==> src/rtl/irq_ctrl_pkg.sv <==
// Shared constants and FSM encoding for the irq_ctrl interrupt controller.
package irq_ctrl_pkg;
    localparam int NUM_IRQ = 8;
    localparam int VEC_W = 3;
    localparam logic [NUM_IRQ-1:0] MASK_RST_DEFAULT = 8'hFF;

    typedef enum logic [1:0] {
        IDLE    = 2'd0,
        ASSERT  = 2'd1,
        SERVICE = 2'd2
    } state_t;
endpackage

==> src/rtl/irq_prio_enc.sv <==
// Combinational lowest-index-wins priority encoder with a valid flag.
module irq_prio_enc
    import irq_ctrl_pkg::*;
(
    input  logic [NUM_IRQ-1:0] req,
    output logic [VEC_W-1:0]   vec,
    output logic               valid
);
    always_comb begin
        vec   = '0;
        valid = 1'b0;
        // Scan downward so the lowest set index is the last assignment.
        for (int i = NUM_IRQ - 1; i >= 0; i--) begin
            if (req[i]) begin
                vec   = VEC_W'(i);
                valid = 1'b1;
            end
        end
    end
endmodule

==> src/rtl/irq_ctrl.sv <==
// Eight-input priority interrupt controller feeding the CPU interrupt/irq inputs.
// Define IRQ_CTRL_EDGE_EN for edge-triggered request capture (level-sensitive otherwise).
module irq_ctrl #(
    parameter int NUM_IRQ = irq_ctrl_pkg::NUM_IRQ,
    parameter logic [NUM_IRQ-1:0] MASK_RST = irq_ctrl_pkg::MASK_RST_DEFAULT
) (
    input  logic                           clock,
    input  logic                           reset_n,
    input  logic [NUM_IRQ-1:0]             req,
    input  logic                           mask_we,
    input  logic [NUM_IRQ-1:0]             mask_wd,
    input  logic                           ack,
    input  logic                           eoi,
    output logic                           interrupt,
    output logic [irq_ctrl_pkg::VEC_W-1:0] irq,
    output logic [NUM_IRQ-1:0]             pending,
    output logic [NUM_IRQ-1:0]             in_service,
    output logic [NUM_IRQ-1:0]             mask
);
    import irq_ctrl_pkg::*;

    state_t state, state_nxt;
    logic [VEC_W-1:0]   win_vec;
    logic               win_vld;
    logic               take;
    logic [NUM_IRQ-1:0] clr;
    logic [NUM_IRQ-1:0] set;

    irq_prio_enc u_enc (
        .req   (pending & ~mask),
        .vec   (win_vec),
        .valid (win_vld)
    );

    assign take = (state == ASSERT) && ack;
    // ack clears the vector the CPU saw this cycle, not the current winner.
    assign clr  = take ? (NUM_IRQ'(1) << irq) : '0;

`ifdef IRQ_CTRL_EDGE_EN
    logic [NUM_IRQ-1:0] req_hist;

    always_ff @(posedge clock or negedge reset_n) begin
        if (!reset_n) req_hist <= '0;
        else          req_hist <= req;
    end

    assign set = req & ~req_hist;
`else
    assign set = req;
`endif

    always_comb begin
        state_nxt = state;
        case (state)
            IDLE:    if (win_vld) state_nxt = ASSERT;
            ASSERT: begin
                if (ack)           state_nxt = SERVICE;
                else if (!win_vld) state_nxt = IDLE;
            end
            SERVICE: if (eoi) state_nxt = IDLE;
            default: state_nxt = IDLE;
        endcase
    end

    always_ff @(posedge clock or negedge reset_n) begin
        if (!reset_n) state <= IDLE;
        else          state <= state_nxt;
    end

    always_ff @(posedge clock or negedge reset_n) begin
        if (!reset_n) begin
            interrupt  <= 1'b0;
            irq        <= '0;
            pending    <= '0;
            in_service <= '0;
            mask       <= MASK_RST;
        end else begin
            // A same-edge set overrides the ack clear.
            pending   <= (pending & ~clr) | set;
            interrupt <= (state_nxt == ASSERT);
            if (state_nxt == ASSERT && win_vld) irq <= win_vec;
            if (take)                            in_service <= clr;
            else if (state == SERVICE && eoi)    in_service <= '0;
            if (mask_we) mask <= mask_wd;
        end
    end
endmodule
==> config.mk <==
export PLATFORM = sky130hd
export DESIGN_NAME = irq_ctrl
export DESIGN_NICKNAME = d
export VERILOG_FILES = /design/src/rtl/irq_ctrl_pkg.sv /design/src/rtl/irq_prio_enc.sv /design/src/rtl/irq_ctrl.sv
export SDC_FILE = /design/constraint.sdc
export NUM_CORES = 1
export LEC_CHECK = 0
export BUFFER_PORTS_ARGS = -buffer_cell sky130_fd_sc_hd__buf_4
export CAP_MARGIN = 20
export CORE_AREA = 3 3 57 59
export CTS_CLUSTER_DIAMETER = 100
export DETAILED_ROUTE_END_ITERATION = 10
export DIE_AREA = 0 0 60 62
export PLACE_DENSITY = 0.75
export SLEW_MARGIN = 20
export SYNTH_ARGS = -nofsm -noshare
export SYNTH_HDL_FRONTEND = slang
export SYNTH_SLANG_ARGS = --single-unit
==> constraint.sdc <==
create_clock -name clock -period 2 [get_ports clock]
set_input_delay 0.1 -clock clock [delete_from_list [all_inputs] [get_ports clock]]
set_output_delay 0.1 -clock clock [all_outputs]
set_load 0.01 [all_outputs]
# Yosys cells after proc, flatten, opt, wreduce, memory -nomap -nowiden
# Cells that the tools add are included.
[totals]
inputBits = 21
out_inout_bits = 28
wordCells = 44
register_bits = 30
[op_classes]
n_shift = 1
bitwise = 5
muxes = 24
n_eq_ne = 3
n_reduce_logical = 5
[ops]
columns = ["cell", "count"]
rows = [
  ["$mux W3", 8],
  ["$mux W8", 3],
  ["$and A8 B8 Y8", 2],
  ["$not A8 Y8", 2],
  ["$mux W1", 8],
  ["$mux W2", 4],
  ["$or A8 B8 Y8", 1],
  ["$shl A1 B3 Y8 const A", 1],
  ["$pmux W2 S3", 1],
  ["$eq A2 B1 Y1 const B", 2],
  ["$logic_and A1 B1 Y1", 3],
  ["$eq A2 B2 Y1 const B", 1],
  ["$logic_not A2 Y1", 1],
  ["$reduce_bool A2 Y1", 1],
]

# Longest topological paths before layout
[depth]
word_depth = 15
ltp_mapped = 4
depth_no_buf = 4

# Hierarchy
# A second synthesis with hierarchy kept.
[hier_totals]
cells_unflattened = 102
area_unflattened_um2 = 1328.8
[modules_own_cells]
columns = ["module", "seq_area_each_um2", "cells_per_inst", "area_each_um2", "n_inst"]
rows = [
  ["irq_ctrl", 760.7, 89, 1248.7, 1],
  ["irq_prio_enc", 0.0, 13, 80.1, 1],
]

# Least setup slack after synthesis
# OpenSTA, ideal clock, no wires.
[synth_path]
path_type = "reg-to-reg"
startpoint = "reg mask[3]"
endpoint = "reg irq[0] (netlist bit)"
required_time_ps = 1920
synth_period_minus_slack_ps = 1488
setup_time_ps = 80
arrival_ps = 1408
slack_ps = 512
stages_incl_launch_ff = 5
path_cell_list = "dfstp_2 nand2b_4 o2111ai_4 o41a_1 o22ai_2"
[synth_via]
elab_chain_len = 11
word_cells_on_any_way = 16
[synth_rtl]
columns = ["element", "line", "text"]
rows = [
  ["start: declaration", "irq_ctrl.sv:18", "output logic [NUM_IRQ-1:0] mask"],
  ["start signal: assignment", "irq_ctrl.sv:84", "if (mask_we) mask <= mask_wd;"],
  ["$not A8 Y8 *", "irq_ctrl.sv:30", ".req (pending & ~mask),"],
  ["$and A8 B8 Y8 *", "irq_ctrl.sv:30", ""],
  ["$mux W1 * (4 in series)", "irq_prio_enc.sv:14", "if (req[i]) begin"],
  ["$mux W2", "irq_ctrl.sv:58", "else if (!win_vld) state_nxt = IDLE;"],
  ["$mux W2", "irq_ctrl.sv:57", "if (ack) state_nxt = SERVICE;"],
  ["$pmux W2 S3 *", "irq_ctrl.sv:54", "case (state)"],
  ["net state_nxt[0]", "irq_ctrl.sv:22", "state_t state, state_nxt;"],
  ["$eq A2 B1 Y1 *", "irq_ctrl.sv:81", "if (state_nxt == ASSERT && win_vld) irq <= win_vec;"],
  ["$logic_and A1 B1 Y1 *", "irq_ctrl.sv:81", ""],
  ["end signal: assignment", "irq_ctrl.sv:81", ""],
  ["end: declaration", "irq_ctrl.sv:15", "output logic [irq_ctrl_pkg::VEC_W-1:0] irq,"],
]
# Mark *: on every way through the listed nets, which the timed path passes. The rest lies on a longest branch.
# A chain may end at the register's enable or synchronous reset.

# Worst setup path after layout
[layout_path]
startpoint = "reg mask[2]"
endpoint = "reg irq[0] (netlist bit)"
[layout_via]
elab_chain_len = 10
word_cells_on_any_way = 14
[layout_rtl]
columns = ["element", "line"]
rows = [
  ["$not A8 Y8 *", "irq_ctrl.sv:30"],
  ["$and A8 B8 Y8 *", "irq_ctrl.sv:30"],
  ["$mux W1 * (3 in series)", "irq_prio_enc.sv:14"],
  ["$mux W2", "irq_ctrl.sv:58"],
  ["$mux W2", "irq_ctrl.sv:57"],
  ["$pmux W2 S3 *", "irq_ctrl.sv:54"],
  ["net state_nxt[0]", "irq_ctrl.sv:22"],
  ["$eq A2 B1 Y1 *", "irq_ctrl.sv:81"],
  ["$logic_and A1 B1 Y1 *", "irq_ctrl.sv:81"],
]
# Marks and branches as above.

==> summary.md <==
| Metric | Value |
|---|---|
| # DRC | 0 |
| TritonCTS clock tree | yes |
| Critical path endpoint category | flip-flop |
| Final hold vios | 0 |
| Mean Syn Cell Area | 11.8 µm² |
| Commonest non-fill, non-tap cell in the layout | buf_4 |
| Synth Warn # | 0 |
| Tmin final | 1.56 ns |
| Final HPWL DP | 2270 µm |
| Slew Viols, Final | 0 |
| Initial antenna violation count | 0 |
| Synth Instances | 110 |
| I/O Pins | 49 |
| H-Tree Depth | 2 |
| Clock transition at path regs | 0.09 ns |
| Nets@finish | 203 |
| Clock skew | 0.00458 ns |
| Setup-failing EPs final | 0 |
| Ratio of cells with drive above 1 in the final layout | 0.437 |
| Syn Nets | 131 |
| Pin count of the biggest net entering global routing | 31 |
| Status | finished clean |
| Fill cell count | 231 |
| 1st-iter DRT viols | 20 |
| VDD IR-drop max | 0.778 mV |
| Number of buffers created by CTS | 5 |
| GP Congestion | 0.762 |
| Layout area overhead | 49.0% |
| Via Count | 1085 |
| Std-Cell Rows | 19 |
| Initial Utilization | 0.471 |
| Routed WL per cell | 14.4 µm |
| Post-Route Utilization | 0.701 |
| GRT Util Overall | 0.195 |
| Final Cycle Share | 0.778 |
| Max-cap violations | 0 |
| Post-Route WL | 3070 µm |
| Post-DP Area | 1690 µm² |
| RSZ-0062 raised after global routing | no |
| Slew @ Worst Pin | 0.521 ns |
| Hold WC Path Type | input port to flip-flop |
| Clock buffer depth | 2 |
| Core area | 2760 µm² |
| Overflow after GRT | 0 |
| Power per cell area | 1030 nW/µm² |
| Distinct cells, synth | 26 |
| Die Height | 62 µm |
| Yosys reg bits | 30 |
| Die X | 60 µm |
| Post-synthesis sequential area ratio | 0.586 |
| Setup CP Type | flip-flop to flip-flop |
| Synthesized area | 1300 µm² |
| Top cell type's share of synthesized area | 0.424 |
| ANT cells | 0 |
| Largest area contributor in the netlist | dfrtp_1 |
| Highest fanout seen on the critical path | 5 |
| Setup_tns | 0 ns |
| Reg2reg setup slack | 0.44 ns |
| Clock sinks | 30 |
| First-pass GRT wire length | 5150 µm |
| Drt first pass iters | 6 |
| Vias in the first global route | 1156 |
| I/O Buffers | 48 |
| Die ar. | 3720 µm² |
| Most frequent cells in the layout | buf_4 (48), nand2_1 (22), dfrtp_1 (22) |
| Leakage | 0.915 nW |
| Worst Path Arrival | 1.81 ns |
| Fmax achieved | 0.642 GHz |
| CP Launch Type | flip-flop |
| Later-pin clock latency in the skew report | 0.33 ns |
| Via/cell ratio | 5.07 |
| WHS | 0.111 ns |
| Clock root buffer | clkbuf_4 |
| Rel. slew slack | 0.652 |
| Critical Path RT | 2.25 ns |
| Finished Cell Area | 1930 µm² |
| Final ANT Viol Nets | 0 |
| Top cells by area, synth | dfrtp_1 (42%), dfstp_2 (16%), mux2_2 (6.9%) |
## layer usage
metal,wire length (µm),track usage
met1,1220,0.224
met2,1570,0.336
met3,226,0.0661
met4,52,0.0759
met5,0,0
## per-stage QoR
stage / instances / setup WS [ns] / power, mW
final: 214 / 0.443 / 1.98
after CTS: 214 / 0.430 / 2.01
after global routing: 214 / 0.384 / 2.12
after global placement: 188 / 0.518 / 1.57
after floorplan: 110 / 0.512 / 1.26
after detailed placement: 188 / 0.449 / 1.60
## power by group
part	switching, mW	internal, mW	total (mW)
Combinational	0.352	0.368	0.720
Clock	0.203	0.170	0.373
Sequential	0.119	0.770	0.888
## cell type report
| class | count | area, µm² | area share |
|---|---|---|---|
| clock buffer | 7 | 55.1 | 0.0285 |
| clock inverter | 1 | 5.00 | 0.00259 |
| inverter | 4 | 15.0 | 0.00777 |
| multi-input combinational | 75 | 518 | 0.268 |
| sequential | 30 | 761 | 0.394 |
| tap | 31 | 38.8 | 0.0201 |
| timing repair buffer | 66 | 541 | 0.280 |
## cells by family after synthesis
family                 synth area share
flip-flops                        0.586
AO/OA/AOI/OAI                     0.149
AND/OR/NAND/NOR                   0.181
multiplexers                     0.0694
buffers and inverters            0.0145
## path summary, 6_finish.rpt
check | from | endpoint | cells past startpoint
min in group asynchronous | reset_n | in_service[7] | 2
max in group asynchronous | reset_n | mask[3] | 2
min reg2reg | in_service[7] | in_service[7] | 2
max reg2reg | mask[2] | irq[0] | 4
min | mask_we | mask[1] | 2
max | mask[2] | irq[0] | 4
## worst max-delay path, cell delays in order, from the launching register on
cell	delay, ns
dfstp_2	0.56
nand2b_4	0.16
o2111ai_4	0.14
o41a_1	0.48
o22ai_2	0.16
## sequential cells by signal, summed over array words and instances (netlist names)
name        flops
pending         8
in_service      8
interrupt       1
state           2
mask            8
irq             3
## what timing repair did
item / CTS / global route
hold buffers: 18 / 0
endpoints found under the hold margin: 47 / 0
setup buffers: 0 / 0
gates resized for setup: 0 / 0
## Yosys cell counts, drive strengths merged
library cell,count
a21o,8
a311o,1
a311oi,1
a22oi,1
nand2,23
nand3,3
o22ai,1
a21oi,3
o21a,1
or2b,1
dfstp,8
o31ai,1
inv,4
nor2b,3
o41a,2
and2b,3
nand3b,1
nand2b,5
dfrtp,22
o2111ai,1
clkbuf,1
mux2,8
o21ai,3
nor2,5
Power figures use the tool's default switching activity.
